**config.mk**
```make
export PLATFORM = sky130hd
export DESIGN_NAME = if_ctrl
export DESIGN_NICKNAME = d
export VERILOG_FILES = /design/src/rtl/if_ctrl_pkg.sv /design/src/rtl/if_ctrl_loader.sv /design/src/rtl/if_ctrl.sv
export SDC_FILE = /design/constraint.sdc
export NUM_CORES = 1
export LEC_CHECK = 0
export BUFFER_PORTS_ARGS = -buffer_cell sky130_fd_sc_hd__clkbuf_2
export CORE_MARGIN = 5
export CORE_UTILIZATION = 36
export CTS_CLUSTER_SIZE = 16
export DETAILED_ROUTE_END_ITERATION = 16
export GPL_ROUTABILITY_DRIVEN = 0
export PLACE_DENSITY_LB_ADDON = 0.1
export SLEW_MARGIN = 30
export SYNTH_ARGS = -nofsm -noshare
export SYNTH_HDL_FRONTEND = slang
export SYNTH_SLANG_ARGS = --single-unit
```
**constraint.sdc**
```tcl
create_clock -name clock -period 1.48 [get_ports clock]
set_input_delay 0 -clock clock [delete_from_list [all_inputs] [get_ports clock]]
set_output_delay 0 -clock clock [all_outputs]
set_load 0.01 [all_outputs]
```
**src/rtl/if_ctrl_pkg.sv**
```systemverilog
// Shared encodings and defaults for the fetch-stage controller.
// Optional IF_CTRL_PERF_EN adds performance counters to if_ctrl.
package if_ctrl_pkg;

  localparam int MEM_DEPTH_DEF    = 18;
  localparam int ADDR_W_DEF       = 6;
  localparam int DRAIN_CYCLES_DEF = 4;
  localparam int DRAIN_W          = $clog2(DRAIN_CYCLES_DEF) + 1;
  localparam int PERF_W           = 16;

  typedef logic [2:0] state_t;

  localparam state_t ST_IDLE  = 3'd0;
  localparam state_t ST_LOAD  = 3'd1;
  localparam state_t ST_RUN   = 3'd2;
  localparam state_t ST_DRAIN = 3'd3;
  localparam state_t ST_HALT  = 3'd4;

  function automatic logic [PERF_W-1:0] sat_inc(input logic [PERF_W-1:0] v, input logic en);
    if (en && (v != {PERF_W{1'b1}})) begin
      return v + 16'd1;
    end else begin
      return v;
    end
  endfunction

endpackage

```
**src/rtl/if_ctrl_loader.sv**
```systemverilog
// Program-load write port: word address counter plus valid/ready handshake
// into the instruction memory.
module if_ctrl_loader
  import if_ctrl_pkg::*;
#(
  parameter int MEM_DEPTH = MEM_DEPTH_DEF,
  parameter int ADDR_W    = ADDR_W_DEF
) (
  input  logic              clock,
  input  logic              reset,
  input  logic              active_i,
  input  logic              clear_i,
  input  logic              load_valid_i,
  input  logic [31:0]       load_data_i,
  input  logic              load_last_i,
  output logic              load_ready_o,
  output logic              imem_we_o,
  output logic [ADDR_W-1:0] imem_waddr_o,
  output logic [31:0]       imem_wdata_o,
  output logic              done_o
);

  localparam logic [ADDR_W-1:0] LAST_ADDR = ADDR_W'(MEM_DEPTH - 1);

  logic [ADDR_W-1:0] addr_q, addr_d;
  logic              xfer_s;

  assign xfer_s       = active_i & load_valid_i;
  assign load_ready_o = active_i;
  assign imem_we_o    = xfer_s;
  assign imem_waddr_o = addr_q;
  assign imem_wdata_o = xfer_s ? load_data_i : 32'h0000_0000;
  // Stopping at the last word keeps the counter from wrapping onto loaded code.
  assign done_o       = xfer_s & (load_last_i | (addr_q == LAST_ADDR));

  // Next write address
  always_comb begin
    addr_d = addr_q;
    if (clear_i) begin
      addr_d = '0;
    end else if (xfer_s) begin
      addr_d = addr_q + ADDR_W'(1);
    end else begin
      addr_d = addr_q;
    end
  end

  // Address register
  always_ff @(posedge clock or posedge reset) begin
    if (reset) begin
      addr_q <= '0;
    end else begin
      addr_q <= addr_d;
    end
  end

endmodule

```
**src/rtl/if_ctrl.sv**
```systemverilog
// Fetch-stage controller: program load, PC/IF-ID gating, flushes, halt drain.
// Define IF_CTRL_PERF_EN to add stall/flush/fetch counters.
module if_ctrl
  import if_ctrl_pkg::*;
#(
  parameter int MEM_DEPTH    = MEM_DEPTH_DEF,
  parameter int ADDR_W       = ADDR_W_DEF,
  parameter int DRAIN_CYCLES = DRAIN_CYCLES_DEF
) (
  input  logic              clock,
  input  logic              reset,
  input  logic              start,
  input  logic              load_req,
  input  logic              load_valid,
  input  logic [31:0]       load_data,
  input  logic              load_last,
  output logic              load_ready,
  output logic              imem_we,
  output logic [ADDR_W-1:0] imem_waddr,
  output logic [31:0]       imem_wdata,
  input  logic              PCSrc,
  input  logic              hazard_stall,
  input  logic              halt_req,
  output logic              pc_write,
  output logic              pc_clear,
  output logic              if_id_write,
  output logic              if_id_flush,
  output logic              id_ex_flush,
  output logic              ex_mem_flush,
  output logic              running,
  output logic              halted
`ifdef IF_CTRL_PERF_EN
  ,
  output logic [PERF_W-1:0] stall_count,
  output logic [PERF_W-1:0] flush_count,
  output logic [PERF_W-1:0] fetch_count
`endif
);

  localparam logic [DRAIN_W-1:0] DRAIN_INIT = DRAIN_W'(DRAIN_CYCLES - 1);

  state_t             state_q, state_d;
  logic [DRAIN_W-1:0] drain_q, drain_d;
  logic               ld_clear_s, ld_done_s;

  if_ctrl_loader #(.MEM_DEPTH(MEM_DEPTH), .ADDR_W(ADDR_W)) u_loader (
    .clock        (clock),
    .reset        (reset),
    .active_i     (state_q == ST_LOAD),
    .clear_i      (ld_clear_s),
    .load_valid_i (load_valid),
    .load_data_i  (load_data),
    .load_last_i  (load_last),
    .load_ready_o (load_ready),
    .imem_we_o    (imem_we),
    .imem_waddr_o (imem_waddr),
    .imem_wdata_o (imem_wdata),
    .done_o       (ld_done_s)
  );

  // Output decode and next state; RUN priority is PCSrc > stall > halt
  always_comb begin
    state_d      = state_q;
    drain_d      = drain_q;
    ld_clear_s   = 1'b0;
    pc_write     = 1'b0;
    pc_clear     = 1'b0;
    if_id_write  = 1'b0;
    if_id_flush  = 1'b0;
    id_ex_flush  = 1'b0;
    ex_mem_flush = 1'b0;
    running      = 1'b0;
    halted       = 1'b0;
    case (state_q)
      ST_IDLE, ST_HALT: begin
        halted = (state_q == ST_HALT);
        if (load_req) begin
          state_d    = ST_LOAD;
          ld_clear_s = 1'b1;
        end else if (start) begin
          state_d  = ST_RUN;
          pc_clear = 1'b1;
        end else begin
          state_d = state_q;
        end
      end
      ST_LOAD: begin
        if (ld_done_s) begin
          state_d = ST_IDLE;
        end else begin
          state_d = ST_LOAD;
        end
      end
      ST_RUN: begin
        running = 1'b1;
        if (PCSrc) begin
          pc_write     = 1'b1;
          if_id_write  = 1'b1;
          if_id_flush  = 1'b1;
          id_ex_flush  = 1'b1;
          ex_mem_flush = 1'b1;
        end else if (hazard_stall) begin
          id_ex_flush = 1'b1;
        end else if (halt_req) begin
          if_id_flush = 1'b1;
          state_d     = ST_DRAIN;
          drain_d     = DRAIN_INIT;
        end else begin
          pc_write    = 1'b1;
          if_id_write = 1'b1;
        end
      end
      ST_DRAIN: begin
        if_id_flush = 1'b1;
        if (drain_q == '0) begin
          state_d = ST_HALT;
        end else begin
          drain_d = drain_q - DRAIN_W'(1);
        end
      end
      default: begin
        state_d = ST_IDLE;
      end
    endcase
  end

  // State and drain counter
  always_ff @(posedge clock or posedge reset) begin
    if (reset) begin
      state_q <= ST_IDLE;
      drain_q <= '0;
    end else begin
      state_q <= state_d;
      drain_q <= drain_d;
    end
  end

`ifdef IF_CTRL_PERF_EN
  // Saturating performance counters, restarted whenever execution starts
  always_ff @(posedge clock or posedge reset) begin
    if (reset) begin
      stall_count <= '0;
      flush_count <= '0;
      fetch_count <= '0;
    end else if (pc_clear) begin
      stall_count <= '0;
      flush_count <= '0;
      fetch_count <= '0;
    end else begin
      stall_count <= sat_inc(stall_count, running & hazard_stall & ~PCSrc);
      flush_count <= sat_inc(flush_count, running & PCSrc);
      fetch_count <= sat_inc(fetch_count, running & pc_write);
    end
  end
`endif

endmodule

```
==> After elaboration in Yosys (flattened, before gate mapping) <==
Cells that the tools add are included.
{ "totals": {"ff_bits": 12, "inputBits": 41, "out_inout_bits": 48, "wordCells": 59} }
{ "classes": {"n_addsub": 2, "eq_ne": 11, "mux": 33, "n_bitwise": 3, "reduce_logical": 7} }
{ "op_table": {"columns": ["cell", "count"], "rows": [
  ["two-way mux 32 bit", 1],
  ["two-way mux 3 bit", 7],
  ["two-way mux 1 bit", 20],
  ["two-way mux 6 bit", 2],
  ["one-hot mux 3 bit (4 select lines)", 1],
  ["inequality test 2 bit (second input constant)", 5],
  ["AND reduction 5 bit", 2],
  ["adder 6 x 1 -> 6 bit (second input constant)", 1],
  ["equality test 3 x 2 -> 1 bit (second input constant)", 2],
  ["equality test 6 x 5 -> 1 bit (second input constant)", 1],
  ["zero test 3 bit", 2],
  ["one-hot mux 3 bit (2 select lines)", 1],
  ["nonzero test 2 bit", 2],
  ["equality test 3 x 1 -> 1 bit (second input constant)", 1],
  ["equality test 3 bit (second input constant)", 1],
  ["inequality test 3 bit (second input constant)", 1],
  ["subtractor 3 x 1 -> 3 bit (second input constant)", 1],
  ["AND 1 bit", 2],
  ["one-hot mux 1 bit (2 select lines)", 1],
  ["OR reduction 2 bit", 1],
  ["OR 1 bit", 1]
]} }

==> Logic depth before layout (Yosys ltp) <==
{ "logic_depth": {"ltp_word": 5, "mapped_depth": 6, "ltp_nobuf": 6} }

==> Cells and area by module <==
Synthesis repeated with hierarchy kept, for this count alone.
{ "hier_totals": {"cells_unflattened": 122, "area_unflattened_um2": 1017.2} }
{ "modules_own_cells": {"columns": ["mod", "n_inst", "cells_per_inst", "area_each_um2"], "rows": [
  ["if_ctrl_loader", 1, 73, 558.0],
  ["if_ctrl", 1, 49, 459.2]
]} }

==> Worst setup path before layout <==
OpenSTA, ideal clock, no wires.
{ "synth_timing": {"path_type": "register -> register", "from": "register state_q[1]", "to": "register u_loader.addr_q[5] (netlist: u_loader.imem_waddr_o[5])", "setup_ns": 0.118, "arrival_time_ns": 1.233, "setup_slack_ns": 0.129, "path_stages_with_launch": 7, "n_path_buf": 0, "synth_period_minus_slack_ns": 1.351, "cell_sequence": "dfrtp_1 -> nor3b_4 -> nand2_2 -> inv_2 -> nand4_1 -> xor2_1 -> nor2_1"} }
{ "synth_rtl": {"columns": ["item", "line_no", "source"], "rows": [
  ["start: declaration", "if_ctrl.sv:42", "state_t state_q, state_d;"],
  ["start signal: assignment", "if_ctrl.sv:133", "state_q <= state_d;"],
  ["equality test 3 x 1 -> 1 bit", "if_ctrl.sv:49", ".active_i (state_q == ST_LOAD),"],
  ["via load_ready", "if_ctrl.sv:17", "output logic load_ready,"],
  ["AND 1 bit", "if_ctrl_loader.sv:28", "assign xfer_s = active_i & load_valid_i;"],
  ["nonzero test 2 bit (no source line)", null, null],
  ["end signal: assignment", "if_ctrl_loader.sv:53", "addr_q <= addr_d;"],
  ["end: declaration", "if_ctrl_loader.sv:25", "logic [ADDR_W-1:0] addr_q, addr_d;"]
]} }
The timed path passes the listed nets, and every way through them passes these cells.
A chain may end at the register's enable or synchronous reset.

==> Final worst setup path <==
{ "layout_timing": {"from": "register state_q[2]", "to": "output imem_wdata[31]"} }
{ "layout_via": {"elab_chain_cells": 3} }
{ "layout_lines": {"columns": ["item", "line_no", "source"], "rows": [
  ["equality test 3 x 1 -> 1 bit", "if_ctrl.sv:49", null],
  ["AND 1 bit", "if_ctrl_loader.sv:28", null],
  ["two-way mux 32 bit", "if_ctrl_loader.sv:32", "assign imem_wdata_o = xfer_s ? load_data_i : 32'h0000_0000;"],
  ["end: declaration", "if_ctrl.sv:20", "output logic [31:0] imem_wdata,"]
]} }
Every way passes these cells.

==> reports/metrics.yaml <==
status: "finished with violations"
violations: "negative setup slack"
syn_area_sq_um: 951
cts_root_buf: "clkbuf_4"
ir_drop_mv: 1.06
grt_pass1_wl_um: 4530
regArea_sq_um: 303
min_to: "state_q[2]"
drc_errors: 0
die_h_um: 61.4
cap_viol_max_count: 0
dp_slack_ns: 0.0735
place_inst: 233
regToRegEndpoint: "state_q[0]"
syn_inst: 117
p_leak_uw: 0.000929
grt_use_met2: 0.293
post_drt_wl_per_cell_um: 13.3
slew_headroom: 0.684
fp.dieW_um: 61.4
detail-route-antenna-nets: 0
worst_pin_slew_ns: 0.474
synth.distinct_cells: 30
clock_skew_ns: 0.00989
port_buffers: 88
synth-seq-cells: 12
cpPeakStageDelay_ns: 0.44
r2r_setup_slack_ns: 0.04
grt-busiest-layer: "met2"
area_delta_synth_final_pct: 68.4
crit_path_start_kind: "flop"
antenna_found_initial: 0
power_density_nw_per_um2: 1200
multi_input_area_sq_um: 642
path_clk_slew_ns: 0.07
finalCriticalPeriod_ns: 1.54
cts_made_buffers: 3
crit_type: "reg2out"
core_sq_um: 2500
fin_ws_ns: -0.0582
viasPerCell: 4.76
syn_avg_cell_area_sq_um: 8.13
startpoint: "state_q[2]"
crit_path_end_kind: "output port"
cp.required_ns: 1.48
cpMaxStageDelayCell: "dfrtp_2"
clock_sinks: 12
reg2reg_depth: 5
globalRouteTotalUtil: 0.160
drv_slew: 0
clk_latency_ns: 0.27
dpl.hpwl_um: 2570
yosysWarnings: 0
h-tree-depth: 1
n_antenna_cell: 0
grt_pass1_vias: 1023
arrival_ns: 1.54
path_cells: "nor3b_4, nand2_2, clkinv_4, clkbuf_16, and2_1, buf_2"
final_util: 0.641
timing.fmax_mhz: 650
grt-ovfl-total: 0
ioPinCount: 89
hold_path_class: "in2reg"
fp-row-count: 18
wl_um: 3260
n_fill_cell: 227
drt_iter0_drc: 48
clk_path_buf_depth: 2
fin_crit_sh: 1.04
dpl-instance-area_sq_um: 1440
grt_util_met3: 0.0189
die_area_sq_um: 3770
vias: 1166
fin_area_sq_um: 1600
r2r_start: "state_q[1]"
cts_tree: "yes"
synth_nets: 162
rsz0062_at_grt: "yes"
firstDrtPassIters: 4
whs_path_depth: 4
path_max_fanout: 16
grt_use_met1: 0.196
final_nets: 261
initial_core_util: 0.380
hold_viol: 0
yosysSeqAreaShare: 0.316
final_cells: 245
drive_gt1_frac: 0.526
setup_viol: 32
hp-start: "start"
grt_max_degree: 34
-- layer usage --
metal  vias up  wire, um
met5         -         0
li1        592         -
met4         0        17
met2        56      1710
met1       514      1160
met3         4       382
-- per-stage QoR --
step,setup TNS (ns),total power (uW),hold WS [ns]
4_1_cts,-1.59,1830,0.0308
3_3_place_gp,0,1470,0.0155
2_1_floorplan,0,1130,-0.135
6_report,-1.37,1930,0.0385
5_1_grt,-4.86,2110,0.0874
3_5_place_dp,0,1500,0.0254
-- registers in the layout (all words and copies together), names as in the netlist --
register / count
state_q: 3
drain_q: 3
u_loader.imem_waddr_o: 6
-- power breakdown --
part	switching, uW	internal [uW]
Sequential	80.4	421
Combinational	616	549
Clock	110	149
Total	807	1120
-- logic make-up after synthesis --
logic type	after synthesis	share of synthesized area
simple gates	72	0.455
compound gates	14	0.0882
flops	12	0.316
buf+inv	11	0.0513
xor+xnor	4	0.0368
fa+ha+maj	4	0.0526
-- final cells by class --
cell class | instances | share of cell area
well taps | 30 | 0.0234
inverters | 6 | 0.0172
repair buffers | 99 | 0.347
flip-flops and latches | 12 | 0.189
multi-input cells | 94 | 0.401
clock buffers | 4 | 0.0227
-- synth_stat cells, drive strengths merged --
library cell  number  area share
nor4               2       0.020
o21ai              4       0.021
nand2              6       0.026
nand2b             4       0.026
o21a               2       0.016
nand3b             1      0.0079
and3               2       0.013
nand3              4       0.021
ha                 4       0.053
nor2b              1      0.0066
and2              34        0.22
o21bai             1      0.0079
buf                2       0.013
dfrtp             12        0.32
nand4              3       0.020
a21o               1      0.0079
xor2               4       0.037
nor3b              1       0.020
clkbuf             3       0.014
a21oi              5       0.026
nor2               8       0.032
nor3               4       0.021
nor4b              2       0.018
inv                6       0.024
a311oi             1      0.0092
-- worst max-delay path, delay by kind of cell (launching register included) --
family,cells,cell delay (ns)
simple gates,3,0.47
flops,1,0.44
buf+inv,3,0.36
-- layout by cell type, fill, tap and decap left out, drive strengths merged, types with 5 or more instances in the layout --
cell,instances
clkbuf,61
buf,41
and2,34
dfrtp,12
nor2,8
nand2,6
inv,5
a21oi,5
-- what timing repair did --
item	CTS	global route
cloned	0	1
gates resized for setup	5	39
buffers inserted	4	2
pin swaps	2	2
hold endpoints to repair	12	0
hold buffers	1	0
setup endpoints to repair	38	39
-- worst max-delay path by stage --
stage	endpoint	slack, ns	cells after the start
6_report	imem_wdata[31]	-0.06	6
5_1_grt	imem_wdata[15]	-0.16	6
4_1_cts	imem_wdata[8]	-0.06	6
3_5_place_dp	state_q[0]	0.07	6
3_3_place_gp	drain_q[0]	0.1	4
2_1_floorplan	u_loader.imem_waddr_o[5]	0.13	6
(Power assumes the default switching activity.)
